**src/rtl/spi_master_if_if.sv**
```systemverilog
// Bus bundle for the SPI master: start/finish handshake, config word, data words and SPI pins.
// The master modport is the core's view; the slave modport is the view of whoever drives it.
interface spi_master_if_if #(
  parameter int SPI_MAX_WIDTH_LOG = 4
);
  localparam int W = 1 << SPI_MAX_WIDTH_LOG;

  logic                         spi_start;
  logic                         spi_finish;
  logic                         sck;
  logic                         cs;
  logic                         mosi;
  logic                         miso;
  logic                         config_req;
  logic [SPI_MAX_WIDTH_LOG+1:0] config_data;
  logic [W-1:0]                 din;
  logic [W-1:0]                 dout;

  modport master (
    input  spi_start, miso, config_req, config_data, din,
    output spi_finish, sck, cs, mosi, dout
  );

  modport slave (
    output spi_start, miso, config_req, config_data, din,
    input  spi_finish, sck, cs, mosi, dout
  );
endinterface

```
**src/rtl/spi_master_if.sv**
```systemverilog
// SPI master with runtime CPOL/CPHA/word length; SCK is clk divided by 2^SPI_SCAIL_LOG.
// Define SPI_LSB_FIRST_EN to shift LSB first instead of MSB first.
module spi_master_if #(
  parameter int SPI_MAX_WIDTH_LOG = 4,
  parameter int SPI_SCAIL_LOG     = 8
) (
  input  logic              clk,
  input  logic              rst_n,
  spi_master_if_if.master   bus
);
  localparam int W  = 1 << SPI_MAX_WIDTH_LOG;
  localparam int LW = SPI_MAX_WIDTH_LOG;
  localparam int CW = SPI_SCAIL_LOG - 1;
  localparam int EW = SPI_MAX_WIDTH_LOG + 2;

`ifdef SPI_LSB_FIRST_EN
  localparam logic LSB_FIRST = 1'b1;
`else
  localparam logic LSB_FIRST = 1'b0;
`endif

  typedef enum logic [1:0] {IDLE, LEAD, SHIFT, TRAIL} state_t;

  state_t          state_q;
  logic            cpol_q, cpha_q;
  logic [LW-1:0]   len_q;
  logic [W-1:0]    txData_q, rxData_q, dout_q;
  logic [CW-1:0]   divCnt_q;
  logic [EW-1:0]   edgeCnt_q;
  logic [LW-1:0]   txIdx_q, rxIdx_q;
  logic            sck_q, cs_q, mosi_q, finish_q;

  logic            cpol_d, cpha_d;
  logic [LW-1:0]   len_d;
  logic [LW-1:0]   firstIdx;
  logic            divDone, oddEdge, lastEdge, sampleEdge, driveEdge;

  function automatic logic [LW-1:0] stepIdx(input logic [LW-1:0] idx);
    return LSB_FIRST ? idx + 1'b1 : idx - 1'b1;
  endfunction

  // A config_req arriving with spi_start must already apply to that transfer.
  always_comb begin
    cpol_d = cpol_q;
    cpha_d = cpha_q;
    len_d  = len_q;
    if (bus.config_req) begin
      cpol_d = bus.config_data[LW+1];
      cpha_d = bus.config_data[LW];
      len_d  = bus.config_data[LW-1:0];
    end
    firstIdx = LSB_FIRST ? '0 : len_d;
  end

  assign divDone    = (divCnt_q == '1);
  assign oddEdge    = ~edgeCnt_q[0];
  assign lastEdge   = (edgeCnt_q == {1'b0, len_q, 1'b1});
  assign sampleEdge = cpha_q ? ~oddEdge : oddEdge;
  assign driveEdge  = cpha_q ? oddEdge : (~oddEdge & ~lastEdge);

  always_ff @(posedge clk or negedge rst_n) begin
    if (!rst_n) begin
      state_q   <= IDLE;
      cpol_q    <= 1'b0;
      cpha_q    <= 1'b0;
      len_q     <= '1;
      txData_q  <= '0;
      rxData_q  <= '0;
      dout_q    <= '0;
      divCnt_q  <= '0;
      edgeCnt_q <= '0;
      txIdx_q   <= '0;
      rxIdx_q   <= '0;
      sck_q     <= 1'b0;
      cs_q      <= 1'b1;
      mosi_q    <= 1'b0;
      finish_q  <= 1'b0;
    end else begin
      finish_q <= 1'b0;
      case (state_q)
        IDLE: begin
          cpol_q <= cpol_d;
          cpha_q <= cpha_d;
          len_q  <= len_d;
          sck_q  <= cpol_d;
          if (bus.spi_start) begin
            state_q   <= LEAD;
            cs_q      <= 1'b0;
            txData_q  <= bus.din;
            rxData_q  <= '0;
            divCnt_q  <= '0;
            edgeCnt_q <= '0;
            rxIdx_q   <= firstIdx;
            // With CPHA=0 the first bit is already on the wire when cs falls.
            mosi_q    <= cpha_d ? 1'b0 : bus.din[firstIdx];
            txIdx_q   <= cpha_d ? firstIdx : stepIdx(firstIdx);
          end
        end
        LEAD, SHIFT: begin
          divCnt_q <= divCnt_q + 1'b1;
          if (divDone) begin
            sck_q     <= ~sck_q;
            edgeCnt_q <= edgeCnt_q + 1'b1;
            if (sampleEdge) begin
              rxData_q[rxIdx_q] <= bus.miso;
              rxIdx_q           <= stepIdx(rxIdx_q);
            end
            if (driveEdge) begin
              mosi_q  <= txData_q[txIdx_q];
              txIdx_q <= stepIdx(txIdx_q);
            end
            state_q <= lastEdge ? TRAIL : SHIFT;
          end
        end
        TRAIL: begin
          divCnt_q <= divCnt_q + 1'b1;
          if (divDone) begin
            state_q  <= IDLE;
            cs_q     <= 1'b1;
            finish_q <= 1'b1;
            dout_q   <= rxData_q;
            mosi_q   <= 1'b0;
          end
        end
        default: state_q <= IDLE;
      endcase
    end
  end

  assign bus.sck        = sck_q;
  assign bus.cs         = cs_q;
  assign bus.mosi       = mosi_q;
  assign bus.spi_finish = finish_q;
  assign bus.dout       = dout_q;
endmodule

```
**src/flat_wrapper.sv**
```systemverilog
// flat-port wrapper written by rule: the top's interface ports become plain ports
module spi_master_if_flat 
#(
  parameter int SPI_MAX_WIDTH_LOG = 4,
  parameter int SPI_SCAIL_LOG     = 8
)
  (clk, rst_n, bus_spi_start, bus_miso, bus_config_req, bus_config_data, bus_din, bus_spi_finish, bus_sck, bus_cs, bus_mosi, bus_dout);
  spi_master_if_if #(.SPI_MAX_WIDTH_LOG(SPI_MAX_WIDTH_LOG)) bus_i ();
  input  logic clk;
  input  logic rst_n;
  input wire logic [$bits(bus_i.spi_start)-1:0] bus_spi_start;
  input wire logic [$bits(bus_i.miso)-1:0] bus_miso;
  input wire logic [$bits(bus_i.config_req)-1:0] bus_config_req;
  input wire logic [$bits(bus_i.config_data)-1:0] bus_config_data;
  input wire logic [$bits(bus_i.din)-1:0] bus_din;
  output wire logic [$bits(bus_i.spi_finish)-1:0] bus_spi_finish;
  output wire logic [$bits(bus_i.sck)-1:0] bus_sck;
  output wire logic [$bits(bus_i.cs)-1:0] bus_cs;
  output wire logic [$bits(bus_i.mosi)-1:0] bus_mosi;
  output wire logic [$bits(bus_i.dout)-1:0] bus_dout;
  assign bus_i.spi_start = bus_spi_start;
  assign bus_i.miso = bus_miso;
  assign bus_i.config_req = bus_config_req;
  assign bus_i.config_data = bus_config_data;
  assign bus_i.din = bus_din;
  assign bus_spi_finish = bus_i.spi_finish;
  assign bus_sck = bus_i.sck;
  assign bus_cs = bus_i.cs;
  assign bus_mosi = bus_i.mosi;
  assign bus_dout = bus_i.dout;
  spi_master_if #(.SPI_MAX_WIDTH_LOG(SPI_MAX_WIDTH_LOG), .SPI_SCAIL_LOG(SPI_SCAIL_LOG)) u_core (.clk(clk), .rst_n(rst_n), .bus(bus_i));
endmodule
```
**config.mk**
```make
export PLATFORM = sky130hd
export DESIGN_NAME = spi_master_if_flat
export DESIGN_NICKNAME = d
export VERILOG_FILES = /design/src/rtl/spi_master_if_if.sv /design/src/rtl/spi_master_if.sv /design/src/flat_wrapper.sv
export SDC_FILE = /design/constraint.sdc
export NUM_CORES = 1
export LEC_CHECK = 0
export CORE_UTILIZATION = 56
export CTS_CLUSTER_SIZE = 16
export DETAILED_ROUTE_END_ITERATION = 16
export PLACE_DENSITY_LB_ADDON = 0.1
export REMOVE_ABC_BUFFERS = 1
export SLEW_MARGIN = 20
export SYNTH_ARGS = -nofsm -noshare
export SYNTH_HDL_FRONTEND = slang
export SYNTH_SLANG_ARGS = --single-unit
```
**constraint.sdc**
```tcl
create_clock -name clk -period 2.5 [get_ports clk]
set_input_delay 0.25 -clock clk [delete_from_list [all_inputs] [get_ports clk]]
set_output_delay 0.25 -clock clk [all_outputs]
set_load 0.02 [all_outputs]
```
; After elaboration in Yosys (flattened, before gate mapping)
; Cells that the tools add are included.
[word_totals]
word_cells = 101
ff_bits = 81
[classes]
n_lt_le_gt_ge = 4
muxes = 48
eq_ne = 10
bitwise_logic = 4
n_reduce_logical = 15
add_sub_neg = 5
[ops]
columns = cell, count
row1 = 16-bit two-way mux, 3
row2 = 4-bit two-way mux, 8
row3 = 16-bit case mux with 2 select lines, 1
row4 = 1-bit two-way mux, 18
row5 = 16-bit bitwise mux, 1
row6 = 4-bit case mux with 2 select lines, 2
row7 = "4-bit by 5-bit less-than comparator with 1-bit output, second input constant", 3
row8 = 7-bit case mux with 2 select lines, 1
row9 = 6-bit two-way mux, 2
row10 = 6-bit case mux with 2 select lines, 1
row11 = 4-bit AND reduction, 3
row12 = "4-bit by 1-bit subtractor with 4-bit output, second input constant", 3
row13 = 3-bit AND reduction, 3
row14 = 1-bit binary-select mux with 4-bit select, 2
row15 = "2-bit by 1-bit inequality test with 1-bit output, second input constant", 4
row16 = "7-bit by 1-bit adder with 7-bit output, second input constant", 1
row17 = "7-bit == test, second input constant", 1
row18 = 7-bit two-way mux, 1
row19 = "6-bit by 1-bit adder with 6-bit output, second input constant", 1
row20 = 6-bit by 5-bit == test with 1-bit output, 1
row21 = 2-bit two-way mux, 3
row22 = 2-bit case mux with 3 select lines, 1
row23 = 2-bit AND reduction, 3
row24 = 1-bit demux with 4-bit select, 1
row25 = 13 further kinds, 18

; Logic depth before layout (Yosys ltp)
; Gate-level depths: netlist of run 1.
[logic_depth]
word_depth = 8
mapped_depth = 8
depth_no_buf = 7

; Least setup slack after synthesis of run 1
; No wires, ideal clock.
[synth_path]
path_kind = input port to flip-flop
from = in bus_config_req
to = reg u_core.mosi_q (netlist: u_core.bus.mosi)
t_arrival_ns = 1.814
slack_ns = 0.560
setup_time_ns = 0.126
stages = 6
path_cell_list = buf_4 mux2i_1 mux4_2 nor2b_1 o2111a_1 o32a_1
[synth_between]
elab_chain_cells = 6
word_cells_on_any_way = 7
classes_between = mux (7)
[synth_lines]
columns = item, line
row1 = "start, declared", flat_wrapper.sv:13  ; input wire logic [$bits(bus_i.config_req)-1:0] bus_config_req;
row2 = 4-bit two-way mux, spi_master_if.sv:47  ; if (bus.config_req) begin
row3 = 1-bit binary-select mux with 4-bit select, spi_master_if.sv:95  ; mosi_q <= cpha_d ? 1'b0 : bus.din[firstIdx];
row4 = 1-bit two-way mux (not written as such), spi_master_if.sv:95
row5 = 1-bit two-way mux *, spi_master_if.sv:95
row6 = 1-bit two-way mux *, spi_master_if.sv:86  ; if (bus.spi_start) begin
row7 = 1-bit case mux with 3 select lines *, spi_master_if.sv:80  ; case (state_q)
row8 = "end signal, assigned", spi_master_if.sv:95
row9 = "end signal, assigned", spi_master_if.sv:109  ; mosi_q <= txData_q[txIdx_q];
row10 = "end, declared", spi_master_if.sv:31  ; logic sck_q, cs_q, mosi_q, finish_q;
; Mark *: on every way between the ends. The rest lies on a longest branch, timed or not. The select of a mux whose other input is x is not followed.
; A chain may end at the register's enable or synchronous reset.

; Worst setup path in the final report of run 1
[layout_path]
from = reg u_core.state_q[0]
to = reg u_core.txIdx_q[1]
[layout_between]
elab_chain_cells = 4
word_cells_on_any_way = 10
classes_between = eq/ne (5) / mux (1) / reduce/logical (4)
[layout_lines]
columns = item, line
row1 = "start, declared", spi_master_if.sv:24  ; state_t state_q;
row2 = "start signal, assigned", spi_master_if.sv:112  ; state_q <= lastEdge ? TRAIL : SHIFT;
row3 = 2-bit by 1-bit == test with 1-bit output / 2-bit == test (equally long branches), spi_master_if.sv:80
row4 = 2-bit OR reduction, spi_master_if.sv:80
row5 = 2-bit by 1-bit inequality test with 1-bit output (no source line) / 2-bit nonzero test (equally long branches), -
row6 = 4-bit AND reduction (no source line), -
row7 = "end signal, assigned", spi_master_if.sv:96  ; txIdx_q <= cpha_d ? firstIdx : stepIdx(firstIdx);
row8 = "end signal, assigned", spi_master_if.sv:110  ; txIdx_q <= stepIdx(txIdx_q);
row9 = "end, declared", spi_master_if.sv:30  ; logic [LW-1:0] txIdx_q, rxIdx_q;
; Parallel ways exist; a longest one is shown, timed or not.

==> reports/qor.yml, run 1 <==
status: "completed"
grt_pass1_vias: 3130
setup_violations: 0
drcViolationCount: 0
regArea_mm2: 0.00203
fmax_mhz: 460
synth_edf_count: 0
muxShareOfSynthArea_pct: 16.2
io_buffers: 46
dp_hpwl_um: 6570
power-per-cell-area_mw_per_mm2: 477
path_clk_slew_ns: 0.09
yosys.area_share.simple_pct: 11.1
synthXorXnorAreaFrac_pct: 2.68
grt_pass1_wl_um: 15300
placementRows: 31
first_pass_iters: 5
wl_per_cell_um: 16.1
num_vias: 3318
maxCapViolCount: 0
via_per_inst: 5.89
final_cell_mix: "76 x dfrtp_1, 48 x o21ai_0, 45 x clkdlybuf4s50_1"
h-tree-depth: 3
numCtsBuffers: 9
yosys.area_share.adder_pct: 3.23
criticalPathCategory: "reg -> reg"
min_path_type: "in -> async"
antenna_found_initial: 0
num-fill-cells: 581
skew_ns: 0.0152
initial_core_util_pct: 58.4
cp.required_ns: 2.79
ant_nets: 0
area_growth_pct: 19.6
cts_tree: "yes"
core_area_mm2: 0.00729
final_common_cell: "dfrtp_1"
grt_max_degree: 82
hold_violations: 0
num_antenna_cells: 0
grt_setup_unrepaired: "no"
clock_latency_ns: 0.36
fin_crit_ns: 2.18
period_share_pct: 87.0
peakVddDrop_v: 0.000340
synth-seq-cells: 81
synthArstFlopShare_pct: 100
cts_root_buf: "clkbuf_8"
worst_slew_pin_slew_ns: 0.640
synth_top_family_by_area: "multiplexers"
gr-total-overflow: 0
crit_path_max_fanout: 8
nets: 497
relSlewSlack_pct: 56.9
yosysWarnings: 0
cp.arrival_ns: 2.46
hold_ws_ns: 0.447
grt_usage_pct: 25.4
ys.flop_type: "dfrtp_1"
cp-end-kind: "flop"
clockBufferDepth: 2
p_leak_nw: 2.23
maxSlewViolCount: 0
die-area_mm2: 0.00795
num_io_pins: 47
critPathLaunchType: "flop"
netlist_instances: 406
setup_tns_ns: 0
drtIter0Drc: 143
layout-drive-gt1-share_pct: 17.9
die_width_um: 89.2
gp_congestion: 0.915
syn-cell-area_mm2: 0.00426
avgSynthCellArea_um2: 10.5
ys_seq_area_share_pct: 47.8
cts_num_sinks: 81
synthDistinctLibCells: 49
multiInputGateArea_mm2: 0.00208
synth-compound-area-share_pct: 15.7
wl_um: 9090
die_h_um: 89.2
Yosys cell counts, types with 2 or more instances:
library cell	n	area [µm²]
clkbuf_1	14	52.6
o31ai_1	3	22.5
nor3b_1	2	15.0
buf_4	2	15.0
ha_1	11	138
a21oi_1	27	135
nand2b_1	4	25.0
and3_1	4	25.0
nor2b_1	4	25.0
o21ai_0	48	240
xor2_1	2	17.5
nor3_1	7	35.0
mux2_2	35	394
xnor2_1	11	96.3
or2_2	3	18.8
dfstp_2	5	131
mux4_2	6	135
nor2_1	19	71.3
dfrtp_1	76	1900
o21a_1	4	30.0
nand2_1	37	139
inv_1	12	45.0
o211ai_1	5	37.5
nor4b_1	3	26.3
nand3_1	10	50.1
mux2i_1	16	160
buf_2	5	25.0
a31oi_1	4	25.0
o221ai_1	4	35.0
o32a_1	2	20.0
nand4_1	3	18.8
sequential cells by signal, indices dropped and copies added, names as in the netlist:
signal / flops
u_core.cpha_q: 1
u_core.divCnt_q: 7
u_core.bus.spi_finish: 1
u_core.rxData_q: 16
u_core.len_q: 4
u_core.edgeCnt_q: 6
u_core.bus.sck: 1
u_core.state_q: 2
u_core.bus.mosi: 1
u_core.rxIdx_q: 4
u_core.txData_q: 16
u_core.bus.cs: 1
u_core.bus.dout: 16
u_core.txIdx_q: 4
u_core.cpol_q: 1
per-stage QoR:
step                      util (%)  std cells  worst slack [ns]  instance area [µm²]  total power, mW
after floorplan                  -        385            0.0286                 4160             1.37
after global placement        66.9        546            0.0891                 4880             1.47
after detailed placement      66.9        546            0.0145                 4880             1.47
after CTS                     69.8        563             0.321                 5090             2.44
after global routing          69.8        563             0.125                 5090             2.51
final                         69.8        563             0.325                 5090             2.43
area by class of cell:
type / instances / area share, %
clock buffers: 9 / 2.43
clock inverters: 7 / 1.52
inverters: 13 / 0.959
multi-input cells: 291 / 40.9
flip-flops and latches: 81 / 40.0
well taps: 99 / 2.43
repair buffers: 63 / 11.8
power breakdown:
| part | leakage (nW) | internal, mW | switching, mW |
|---|---|---|---|
| clock network | 0.0938 | 0.470 | 0.518 |
| registers | 1.06 | 1.31 | 0.000503 |
| logic | 1.07 | 0.0655 | 0.0636 |
| total | 2.23 | 1.85 | 0.582 |
repair_timing:
item / in CTS / in global routing
gates resized for setup: 0 / 0
endpoints found under the setup margin: 0 / 0
hold buffers: 1 / 0
buffers inserted: 0 / 0
endpoints found under the hold margin: 76 / 0
per-layer routing:
metal,share of wire (%),GRT usage [%],up-vias
li1,-,-,1586
met2,48,40.5,112
met1,45,34.4,1600
met3,4.4,3.42,20
met4,2.6,12.4,0
met5,0,0,-
worst paths after layout:
check	startpoint	to	slack, ns	depth (start not counted)
max	u_core.state_q[0]	u_core.txIdx_q[1]	0.32	8
min	rst_n	u_core.edgeCnt_q[1]	0.45	3
max reg2reg	u_core.state_q[0]	u_core.txIdx_q[1]	0.32	8
min reg2reg	u_core.txData_q[1]	u_core.txData_q[1]	0.51	1
max in group asynchronous	rst_n	u_core.len_q[1]	1.68	3
min in group clk	u_core.txData_q[1]	u_core.txData_q[1]	0.51	1
cells by family after synthesis:
| kind of cell | count (synthesis) |
|---|---|
| compound gates | 111 |
| simple gates | 99 |
| flops | 81 |
| mux | 57 |
| buf+inv | 34 |
| xor+xnor | 13 |
| fa+ha+maj | 11 |
critical path, cell delays in order (launching register included):
cell	delay (ns)
dfrtp_1	0.37
inv_1	0.06
ha_1	0.40
buf_4	0.21
nand2b_1	0.17
o31a_1	0.18
nor2_1	0.24
o21a_1	0.26
mux2i_1	0.19
(Power assumes the default switching activity.)
==> inputs of run 2 (changes only) <==
--- a/config.mk
+++ b/config.mk
@@ -5,10 +5,10 @@
 export SDC_FILE = /design/constraint.sdc
 export NUM_CORES = 1
 export LEC_CHECK = 0
-export CORE_UTILIZATION = 56
+export CORE_UTILIZATION = 40
 export CTS_CLUSTER_SIZE = 16
 export DETAILED_ROUTE_END_ITERATION = 16
-export PLACE_DENSITY_LB_ADDON = 0.1
+export PLACE_DENSITY_LB_ADDON = 0.05
 export REMOVE_ABC_BUFFERS = 1
 export SLEW_MARGIN = 20
 export SYNTH_ARGS = -nofsm -noshare
==> reports/qor.yml, run 2 (synthesis gave the netlist of run 1 again) <==
status: "completed"  # unchanged
drtIter0Drc: 124  # was 143
crit_path_max_fanout: 24  # was 8
setup_violations: 0  # unchanged
critPathMaxStageDelay_ns: 0.51  # was 0.40 ns
p_leak_nw: 2.24  # was 2.23 nW
hold_ws_ns: 0.335  # was 0.447 ns
placementRows: 37  # was 31
drcViolationCount: 0  # unchanged
maxSlewViolCount: 0  # unchanged
min_path_type: "in -> async"  # unchanged
clockBufferDepth: 2  # unchanged
clock_latency_ns: 0.35  # was 0.36 ns
worst_slew_pin_slew_ns: 0.723  # was 0.640 ns
rrSetupSlack_ns: 0.38  # was 0.32 ns
grt_setup_unrepaired: "no"  # unchanged
hold_violations: 0  # unchanged
r2r_cells: 7  # was 8
critical-path-slowest-cell: "a21o_1"  # was ha_1
ant_nets: 0  # unchanged
dpl-instance-area_mm2: 0.00492  # was 0.00488 mm²
final_common_cell: "dfrtp_1"  # unchanged
period_share_pct: 85.0  # was 87.0%
cp-end-kind: "flop"  # unchanged
p_total_mw: 2.58  # was 2.43 mW
cts_tree: "yes"  # unchanged
wl_per_cell_um: 16.2  # was 16.1 µm
grt_pass1_wl_um: 15900  # was 15300 µm
gp_congestion: 0.811  # was 0.915
via_per_inst: 5.44  # was 5.89
cp.required_ns: 2.75  # was 2.79 ns
num_io_pins: 47  # unchanged
peakVddDrop_v: 0.000319  # was 0.000340 V
wl_um: 9720  # was 9090 µm
layout-drive-gt1-share_pct: 17.7  # was 17.9%
setup_tns_ns: 0  # unchanged
fin_crit_ns: 2.12  # was 2.18 ns
critPathLaunchType: "flop"  # unchanged
initial_core_util_pct: 41.2  # was 58.4%
num-fill-cells: 982  # was 581
num_antenna_cells: 0  # unchanged
dp_hpwl_um: 7040  # was 6570 µm
power-per-cell-area_mw_per_mm2: 499  # was 477 mW/mm²
die-area_mm2: 0.0111  # was 0.00795 mm²
r2r_start: "u_core.state_q[0]"  # unchanged
cts_num_sinks: 81  # unchanged
criticalPathCategory: "reg -> reg"  # unchanged
grt_usage_pct: 18.5  # was 25.4%
gr-total-overflow: 0  # unchanged
io_buffers: 46  # unchanged
area_growth_pct: 21.3  # was 19.6%
r2r_end: "u_core.rxIdx_q[2]"  # was u_core.txIdx_q[1]
antenna_found_initial: 0  # unchanged
num_vias: 3260  # was 3318
grt_pass1_vias: 3141  # was 3130
fmax_mhz: 471  # was 460 MHz
cts_resized: 0  # unchanged
final_cell_mix: "76 x dfrtp_1, 48 x o21ai_0, 45 x clkdlybuf4s50_1"  # unchanged
cp.arrival_ns: 2.37  # was 2.46 ns
crit_buf_inv: 2  # unchanged
design_area_mm2: 0.00516  # was 0.00509 mm²
path_cells: "inv_1 > ha_1 > buf_4 > nand4_1 > a21o_1 > o21ai_0 > a221oi_1"  # was inv_1 > ha_1 > buf_4 > nand2b_1 > o31a_1 > nor2_1 > o21a_1 > mux2i_1
skew_ns: 0.0111  # was 0.0152 ns
die_width_um: 105  # was 89.2 µm
maxCapViolCount: 0  # unchanged
core_area_mm2: 0.0103  # was 0.00729 mm²
die_h_um: 105  # was 89.2 µm
cts_root_buf: "clkbuf_8"  # unchanged
relSlewSlack_pct: 51.7  # was 56.9%
dp.cells: 582  # was 546
layout.cells.non_filler: 599  # was 563
path_clk_slew_ns: 0.09  # about the same
first_pass_iters: 4  # was 5
grt_max_degree: 63  # was 82
h-tree-depth: 3  # unchanged
cpLargestDelayFamily: "compound AO/OA/AOI/OAI gates"  # unchanged
numCtsBuffers: 9  # unchanged
nets: 496  # was 497
run 2: cell count changes in the layout (fill, tap and decap cells not counted), sizes merged:
| cell | previous run | this run |
|---|---|---|
| buf | 17 | 16 |
| bufinv | 1 | 2 |
| clkbuf | 9 | 10 |
| clkinvlp | 3 | 1 |
run 2: layout make-up:
| type | instances | area, µm² | area share, % |
|---|---|---|---|
| clock inverter | 6 | 98.8 | 1.91 |
| clock buffer | 10 | 138 | 2.67 |
| inverter | 13 | 48.8 | 0.945 |
| tap | 136 | 170 | 3.30 |
| sequential | 81 | 2030 | 39.4 |
| multi-input combinational | 291 | 2080 | 40.3 |
| timing repair buffer | 62 | 593 | 11.5 |
run 2: worst reg2reg max path: stages, from the launching register on:
cell and delay, ns:
dfrtp_1 0.38, inv_1 0.07, ha_1 0.35, buf_4 0.19, nand4_1 0.09, a21o_1 0.51, o21ai_0 0.18, a221oi_1 0.25
run 2: routing by layer:
layer | GRT usage [%] | share of wire [%] | up-vias
met5 | 0 | 0 | -
met3 | 2.74 | 2.9 | 14
li1 | - | - | 1582
met2 | 30.7 | 49 | 66
met1 | 24.3 | 46 | 1598
met4 | 7.34 | 2.0 | 0
run 2: power breakdown:
part | switching [mW] | internal, mW
sequential | 0.000403 | 1.31
clock | 0.527 | 0.606
combinational | 0.0661 | 0.0656
run 2: what timing repair did:
item | 4_1_cts | 5_1_grt
endpoints found under the hold margin | 14 | 0
hold buffers | 1 | 0
setup buffers | 0 | 0
run 2: metrics by stage:
stage / utilization, % / worst slack (ns)
after global placement: 47.6 / 0.0640
after global routing: 50.0 / 0.217
final: 50.0 / 0.376
after detailed placement: 47.6 / 0.0159
after CTS: 50.0 / 0.351
after floorplan: - / 0.0286
run 2: how the worst max path moves through the flow:
stage                         to  slack (ns)               from  cells after the start
3_5_place_dp     u_core.bus.mosi        0.02     bus_config_req                      7
5_1_grt        u_core.rxIdx_q[2]        0.22  u_core.state_q[0]                      7
3_3_place_gp     u_core.bus.mosi        0.06     bus_config_req                      7
6_report       u_core.rxIdx_q[2]        0.38  u_core.state_q[0]                      7
2_1_floorplan  u_core.rxIdx_q[2]        0.03  u_core.state_q[0]                      6
4_1_cts        u_core.rxIdx_q[2]        0.35  u_core.state_q[0]                      7
